File: config.mk
export PLATFORM = sky130hd
export DESIGN_NAME = suma_direccion_pipe
export DESIGN_NICKNAME = d
export VERILOG_FILES = /design/src/rtl/suma_direccion_pipe.sv
export SDC_FILE = /design/constraint.sdc
export NUM_CORES = 1
export LEC_CHECK = 0
export BUFFER_PORTS_ARGS = -buffer_cell sky130_fd_sc_hd__buf_2
export CELL_PAD_IN_SITES_DETAIL_PLACEMENT = 1
export CELL_PAD_IN_SITES_GLOBAL_PLACEMENT = 1
export CORE_UTILIZATION = 44
export DETAILED_ROUTE_END_ITERATION = 16
export HOLD_SLACK_MARGIN = 0.02
export PLACE_DENSITY_LB_ADDON = 0.08
export SLEW_MARGIN = 25
export SYNTH_ARGS = -nofsm -noshare
export SYNTH_HDL_FRONTEND = slang
export SYNTH_SLANG_ARGS = --single-unit
export TNS_END_PERCENT = 50
File: constraint.sdc
create_clock -name clk -period 8.4 [get_ports clk]
set_input_delay 0.42 -clock clk [delete_from_list [all_inputs] [get_ports clk]]
set_output_delay 0.42 -clock clk [all_outputs]
set_load 0.01 [all_outputs]
File: src/rtl/suma_direccion_pipe.sv
// rtl/suma_direccion_pipe.sv - pipelined A + (B << DESPL) adder with valid/ready, carry and overflow
// Optional SUMA_SAT_EN: clamp result_suma to the signed limits on overflow.
module suma_direccion_pipe #(
    parameter int WIDTH  = 64,
    parameter int ETAPAS = 2,
    parameter int DESPL  = 2
) (
    input  logic             clk,
    input  logic             reset,
    input  logic             in_valid,
    output logic             in_ready,
    input  logic [WIDTH-1:0] bus_direccion_im,
    input  logic [WIDTH-1:0] bus_out,
    output logic             out_valid,
    input  logic             out_ready,
    output logic [WIDTH-1:0] result_suma,
    output logic             acarreo,
    output logic             desborde
);

    localparam int CH   = WIDTH / ETAPAS;
    localparam int LAST = ETAPAS - 1;

    logic [ETAPAS-1:0] valid_q, valid_d, adv, load;
    logic [WIDTH-1:0]  a_q [ETAPAS];
    logic [WIDTH-1:0]  b_q [ETAPAS];
    logic [WIDTH-1:0]  s_q [ETAPAS];
    logic [WIDTH-1:0]  a_d [ETAPAS];
    logic [WIDTH-1:0]  b_d [ETAPAS];
    logic [WIDTH-1:0]  s_d [ETAPAS];
    logic [ETAPAS-1:0] c_q, c_d;
    logic              ovf_q, ovf_d;

    logic [WIDTH-1:0]  b_shift, a_cur, b_cur, s_cur;
    logic              c_cur;
    logic [CH:0]       chunk;

    // Advance decisions ripple back from out_ready so a full pipe can accept while draining.
    always_comb begin
        adv     = '0;
        load    = '0;
        valid_d = '0;
        for (int k = LAST; k >= 0; k--) begin
            if (k == LAST)
                adv[k] = valid_q[k] && out_ready;
            else
                adv[k] = valid_q[k] && (!valid_q[(k < LAST) ? k + 1 : LAST] ||
                                        adv[(k < LAST) ? k + 1 : LAST]);
        end
        in_ready = !reset && (!valid_q[0] || adv[0]);
        for (int k = 0; k < ETAPAS; k++) begin
            if (k == 0)
                load[k] = in_valid && in_ready;
            else
                load[k] = adv[(k > 0) ? k - 1 : 0];
            valid_d[k] = load[k] || (valid_q[k] && !adv[k]);
        end
    end

    // Stage k adds chunk k; operands and the partial sum travel with the data.
    always_comb begin
        b_shift = bus_out << DESPL;
        a_cur   = '0;
        b_cur   = '0;
        s_cur   = '0;
        c_cur   = 1'b0;
        chunk   = '0;
        ovf_d   = 1'b0;
        c_d     = '0;
        for (int k = 0; k < ETAPAS; k++) begin
            if (k == 0) begin
                a_cur = bus_direccion_im;
                b_cur = b_shift;
                s_cur = '0;
                c_cur = 1'b0;
            end else begin
                a_cur = a_q[(k > 0) ? k - 1 : 0];
                b_cur = b_q[(k > 0) ? k - 1 : 0];
                s_cur = s_q[(k > 0) ? k - 1 : 0];
                c_cur = c_q[(k > 0) ? k - 1 : 0];
            end
            chunk = {1'b0, a_cur[k*CH +: CH]} + {1'b0, b_cur[k*CH +: CH]} + {{CH{1'b0}}, c_cur};
            a_d[k] = a_cur;
            b_d[k] = b_cur;
            s_d[k] = s_cur;
            s_d[k][k*CH +: CH] = chunk[CH-1:0];
            c_d[k] = chunk[CH];
            if (k == LAST) begin
                ovf_d = (a_cur[WIDTH-1] == b_cur[WIDTH-1]) && (s_d[k][WIDTH-1] != a_cur[WIDTH-1]);
`ifdef SUMA_SAT_EN
                if (ovf_d)
                    s_d[k] = a_cur[WIDTH-1] ? {1'b1, {(WIDTH-1){1'b0}}} : {1'b0, {(WIDTH-1){1'b1}}};
`else
`endif
            end
        end
    end

    always_ff @(posedge clk or posedge reset) begin
        if (reset) begin
            valid_q <= '0;
            c_q     <= '0;
            ovf_q   <= 1'b0;
            for (int k = 0; k < ETAPAS; k++) begin
                a_q[k] <= '0;
                b_q[k] <= '0;
                s_q[k] <= '0;
            end
        end else begin
            valid_q <= valid_d;
            for (int k = 0; k < ETAPAS; k++) begin
                if (load[k]) begin
                    a_q[k] <= a_d[k];
                    b_q[k] <= b_d[k];
                    s_q[k] <= s_d[k];
                    c_q[k] <= c_d[k];
                end
            end
            if (load[LAST])
                ovf_q <= ovf_d;
        end
    end

    assign out_valid   = valid_q[LAST];
    assign result_suma = s_q[LAST];
    assign acarreo     = c_q[LAST];
    assign desborde    = ovf_q;

endmodule

## Yosys cells after proc, flatten, opt, wreduce, memory -nomap -nowiden

Index checks and enable logic that the tools add are counted.

- Reduce and logical (&&, ||, !) cells: 16
- Multiplexer cells: 0
- Multiply operators: 0
- Shift-type cells: 0
- $lt $le $gt $ge: 0
- Add/sub/neg operators: 3
- Equal/unequal tests: 2
- Bitwise gates (word level): 0
- Div/mod/pow operators: 0

Operator list:

| operator | count |
|---|---|
| $add 32x32->33 | 2 |
| $add 33x1->33 | 1 |
| $logic_and 1x1->1 | 7 |
| $logic_not 1->1 | 5 |
| $logic_or 1x1->1 | 4 |
| $eq 1x1->1 | 1 |
| $ne 1x1->1 | 1 |

- Bits in read-only memories: 0
- Memories: 0
- Output and inout port bits: 68
- Input port bits: 132
- RAM bits: 0
- Latch bits: 0
- Register bits: 227

## Depth between registers and ports, before layout

- Depth in word-level cells: 7
- Mapped depth: 10
- Depth with buffers taken out: 10

## Worst setup path after synthesis

Ideal clock, no wire load.

- Kind: register to register
- Start: register c_q[0]
- End: register c_q[1]
- Slack: 5.490 ns
- Stages on the path, launching flop included: 11
- Path buffers: 0
- Clock period less this slack: 2.910 ns
- Data arrival time: 2.781 ns
- Data required time: 8.271 ns
- Cell sequence: dfrtp_1 > fa_1 > fa_1 > a21o_1 > nand3_1 > a2111oi_4 > a211oi_4 > nor4b_4 > o311ai_4 > a21oi_1 > o41a_1

- Cells in the longest elaborated chain, start to end: 1

RTL lines:

| item | line | text |
|---|---|---|
| from (decl) | 31 | `logic [ETAPAS-1:0] c_q, c_d;` |
| from (signal, indexed assignment) | 116 | `c_q[k] <= c_d[k];` |
| $add 33x1->33 | 82 | `chunk = {1'b0, a_cur[k*CH +: CH]} + {1'b0, b_cur[k*CH +: CH]} + {{CH{1'b0}}, c_cur};` |

No other way between the ends.
A chain may end at the register's enable or synchronous reset.

## Worst setup path after layout

Same ends and word-level chain as after synthesis.

==> impl_metrics.yaml <==
sta:
  max_freq_ghz: 0.303
  finalWorstSetupSlack_ns: 5.09
  hold_violations: 0
  maxSlewViolCount: 0
  slew-limit-headroom: 0.375
  rsz0062_at_grt: "false"
  finalSetupViolations: 0
  finalCriticalPeriod_ns: 3.31
  setup_tns_ns: 0
  period_share: 0.394
  worst_pin_slew_ns: 0.937
  timing.hold.ws_ns: 0.130
  fin_worst_skew_ns: 0.00895
global_route:
  grt_pass1_wl_mm: 42.2
  grt_start_max_net_pins: 105
  grt_pass1_vias: 8461
  overflow: 0
  grt_usage: 0.245
  antenna_found_initial: 3
setup_path:
  cpPeakStageDelay_ns: 0.51
  critPathCaptureType: "flop"
  cp.arrival_ns: 3.61
  crit_path_top_delay_cell: "fa_1"
  crit_type: "reg -> reg"
  cp_common_cell: "fa_1"
  startpoint_type: "flop"
  path_cells: "fa_1 -> fa_1 -> a21o_1 -> nand3_1 -> a2111oi_4 -> a211oi_4 -> nor4b_4 -> o311ai_4 -> a21oi_1 -> o41a_1"
  crit_fanout: 7
  required_ns: 8.71
drt:
  wl_per_cell_um: 16.6
  vias: 8028
  viasPerCell: 5.26
  drc: 0
  ant_nets: 0
  wl_mm: 25.4
  drtIter0Drc: 268
  drtPass1Iterations: 4
cts:
  clkTransAtPathRegs_ns: 0.07
  post_cts_resized: 0
  cts_tree: "built"
  h-tree-depth: 4
  cts_root_buf: "clkbuf_16"
  holdBufCountCts: 0
  cts_sinks: 165
  postCtsSetupRepairBufs: 0
  cts_made_buffers: 17
  clk_latency_ns: 0.43
  clk_path_buf_depth: 2
placed_design:
  numPortBuffers: 197
  dpl-instance-area_um2: 10500
  dpl.hpwl_mm: 17.8
  place_congestion: 0.851
  place_ws_ns: 5.14
yosys:
  yosysSeqAreaShare: 0.445
  synth_area_um2: 9270
  synth_flop_cell: "dfrtp_1"
  synth_cells: 1068
  synth-async-reset-ratio: 1.00
  synth_edf_count: 0
  synth.distinct_cells: 69
  ys_ff_latch: 165
  ys_warn_count: 0
  synthesis.nets: 1264
  syn_avg_cell_area_um2: 8.68
power_and_ir_drop:
  power_density_nw_per_um2: 262
  ir_drop_mv: 0.138
  p_leak_nw: 5.81
floorplan:
  core_area_um2: 20400
  dieArea_um2: 21700
  die_w_um: 147
  die_h_um: 147
  fp-row-count: 52
  pin_count: 200
  start_util: 0.454
status:
  status: "finished clean"
finish:
  final_cell_area_um2: 11100
  layout_common_cells: "nand2_1 (395), buf_2 (197), dfrtp_1 (165)"
  syn2layout_area_growth_pct: 19.9
  nNetsFinal: 1436
  layout_commonest_cell: "nand2_1"
  drive_gt1_frac: 0.205
hold_path:
  holdCritPathClass: "in -> async"
job:
  cap_viol_max_count: 0
-- metal layers --
metal,up-vias,part of all wire,GRT usage,wire length [um]
li1,3958,-,-,-
met5,-,0.00083,0,21
met3,28,0.039,0.0469,986
met4,4,0.016,0.0670,402
met2,154,0.50,0.434,12800
met1,3884,0.44,0.303,11200
-- critical path, delay by kind of cell (launching register included) --
| family | cells | cell delay (ns) |
|---|---|---|
| compound gates | 6 | 1.50 |
| fa+ha+maj | 2 | 0.95 |
| flops | 1 | 0.41 |
| simple gates | 2 | 0.30 |
-- area by class of cell --
class / instances / area [um2]
multi-input cells: 839 / 4920
clock buffers: 20 / 457
inverters: 17 / 71.3
flip-flops and latches: 165 / 4130
diodes: 2 / 5.00
fillers: 2504 / 9320
well taps: 270 / 338
repair buffers: 200 / 1010
clock inverters: 12 / 176
-- worst paths after layout --
path	start	endpoint	slack, ns	cells after the start
hold / removal	reset	result_suma[23]$_DFFE_PP0P_	0.13	2
setup / recovery	c_q[0]$_DFFE_PP0P_	c_q[1]$_DFFE_PP0P_	5.09	10
hold reg to reg	s_cur[30]$_DFFE_PP0P_	result_suma[30]$_DFFE_PP0P_	0.46	2
min in group clk	bus_direccion_im[56]	a_cur[56]$_DFFE_PP0P_	0.18	3
max in group asynchronous	reset	s_cur[10]$_DFFE_PP0P_	6.97	3
setup reg to reg	c_q[0]$_DFFE_PP0P_	c_q[1]$_DFFE_PP0P_	5.09	10
-- sequential cells by signal, indices dropped and copies added, names as in the netlist --
signal	count
a_cur	34
b_cur	32
c_q	2
desborde	1
result_suma	64
s_cur	30
valid_q	2
-- cells in the mapped netlist, drive strengths merged, types with 9 or more instances --
cell type / instances / area (um2)
nor3: 11 / 55.1
a21oi: 54 / 274
o21ai: 74 / 370
clkbuf: 40 / 150
xnor2: 24 / 210
o21bai: 9 / 67.6
a21o: 24 / 180
nand3: 15 / 75.1
dfrtp: 165 / 4130
xor2: 28 / 245
nor2: 23 / 86.3
ha: 61 / 763
nand4: 9 / 56.3
inv: 17 / 63.8
and2: 10 / 62.6
nand2: 397 / 1490
-- through the flow --
stage                     total power [mW]  cells  utilization
after floorplan                       1.73   1068            -
after global placement                2.03   1491        0.512
after detailed placement              2.07   1491        0.512
after CTS                             2.94   1523        0.543
after global routing                  3.10   1525        0.544
final                                 2.91   1525        0.544
-- power breakdown --
group / switching [mW] / leakage (nW) / internal (mW)
Combinational: 0.559 / 3.45 / 0.380
Sequential: 0.124 / 2.05 / 0.999
Clock: 0.338 / 0.306 / 0.514
Total: 1.02 / 5.81 / 1.89
-- logic make-up after synthesis --
family / share of synthesized area
adders and majority gates: 0.0888
xor gates and xnor gates: 0.0491
AOI/OAI and AO/OA: 0.161
buffers and inverters: 0.0263
DFF: 0.445
and+or+nand+nor: 0.227
muxes: 0.00243
Power figures use the tool's default switching activity.
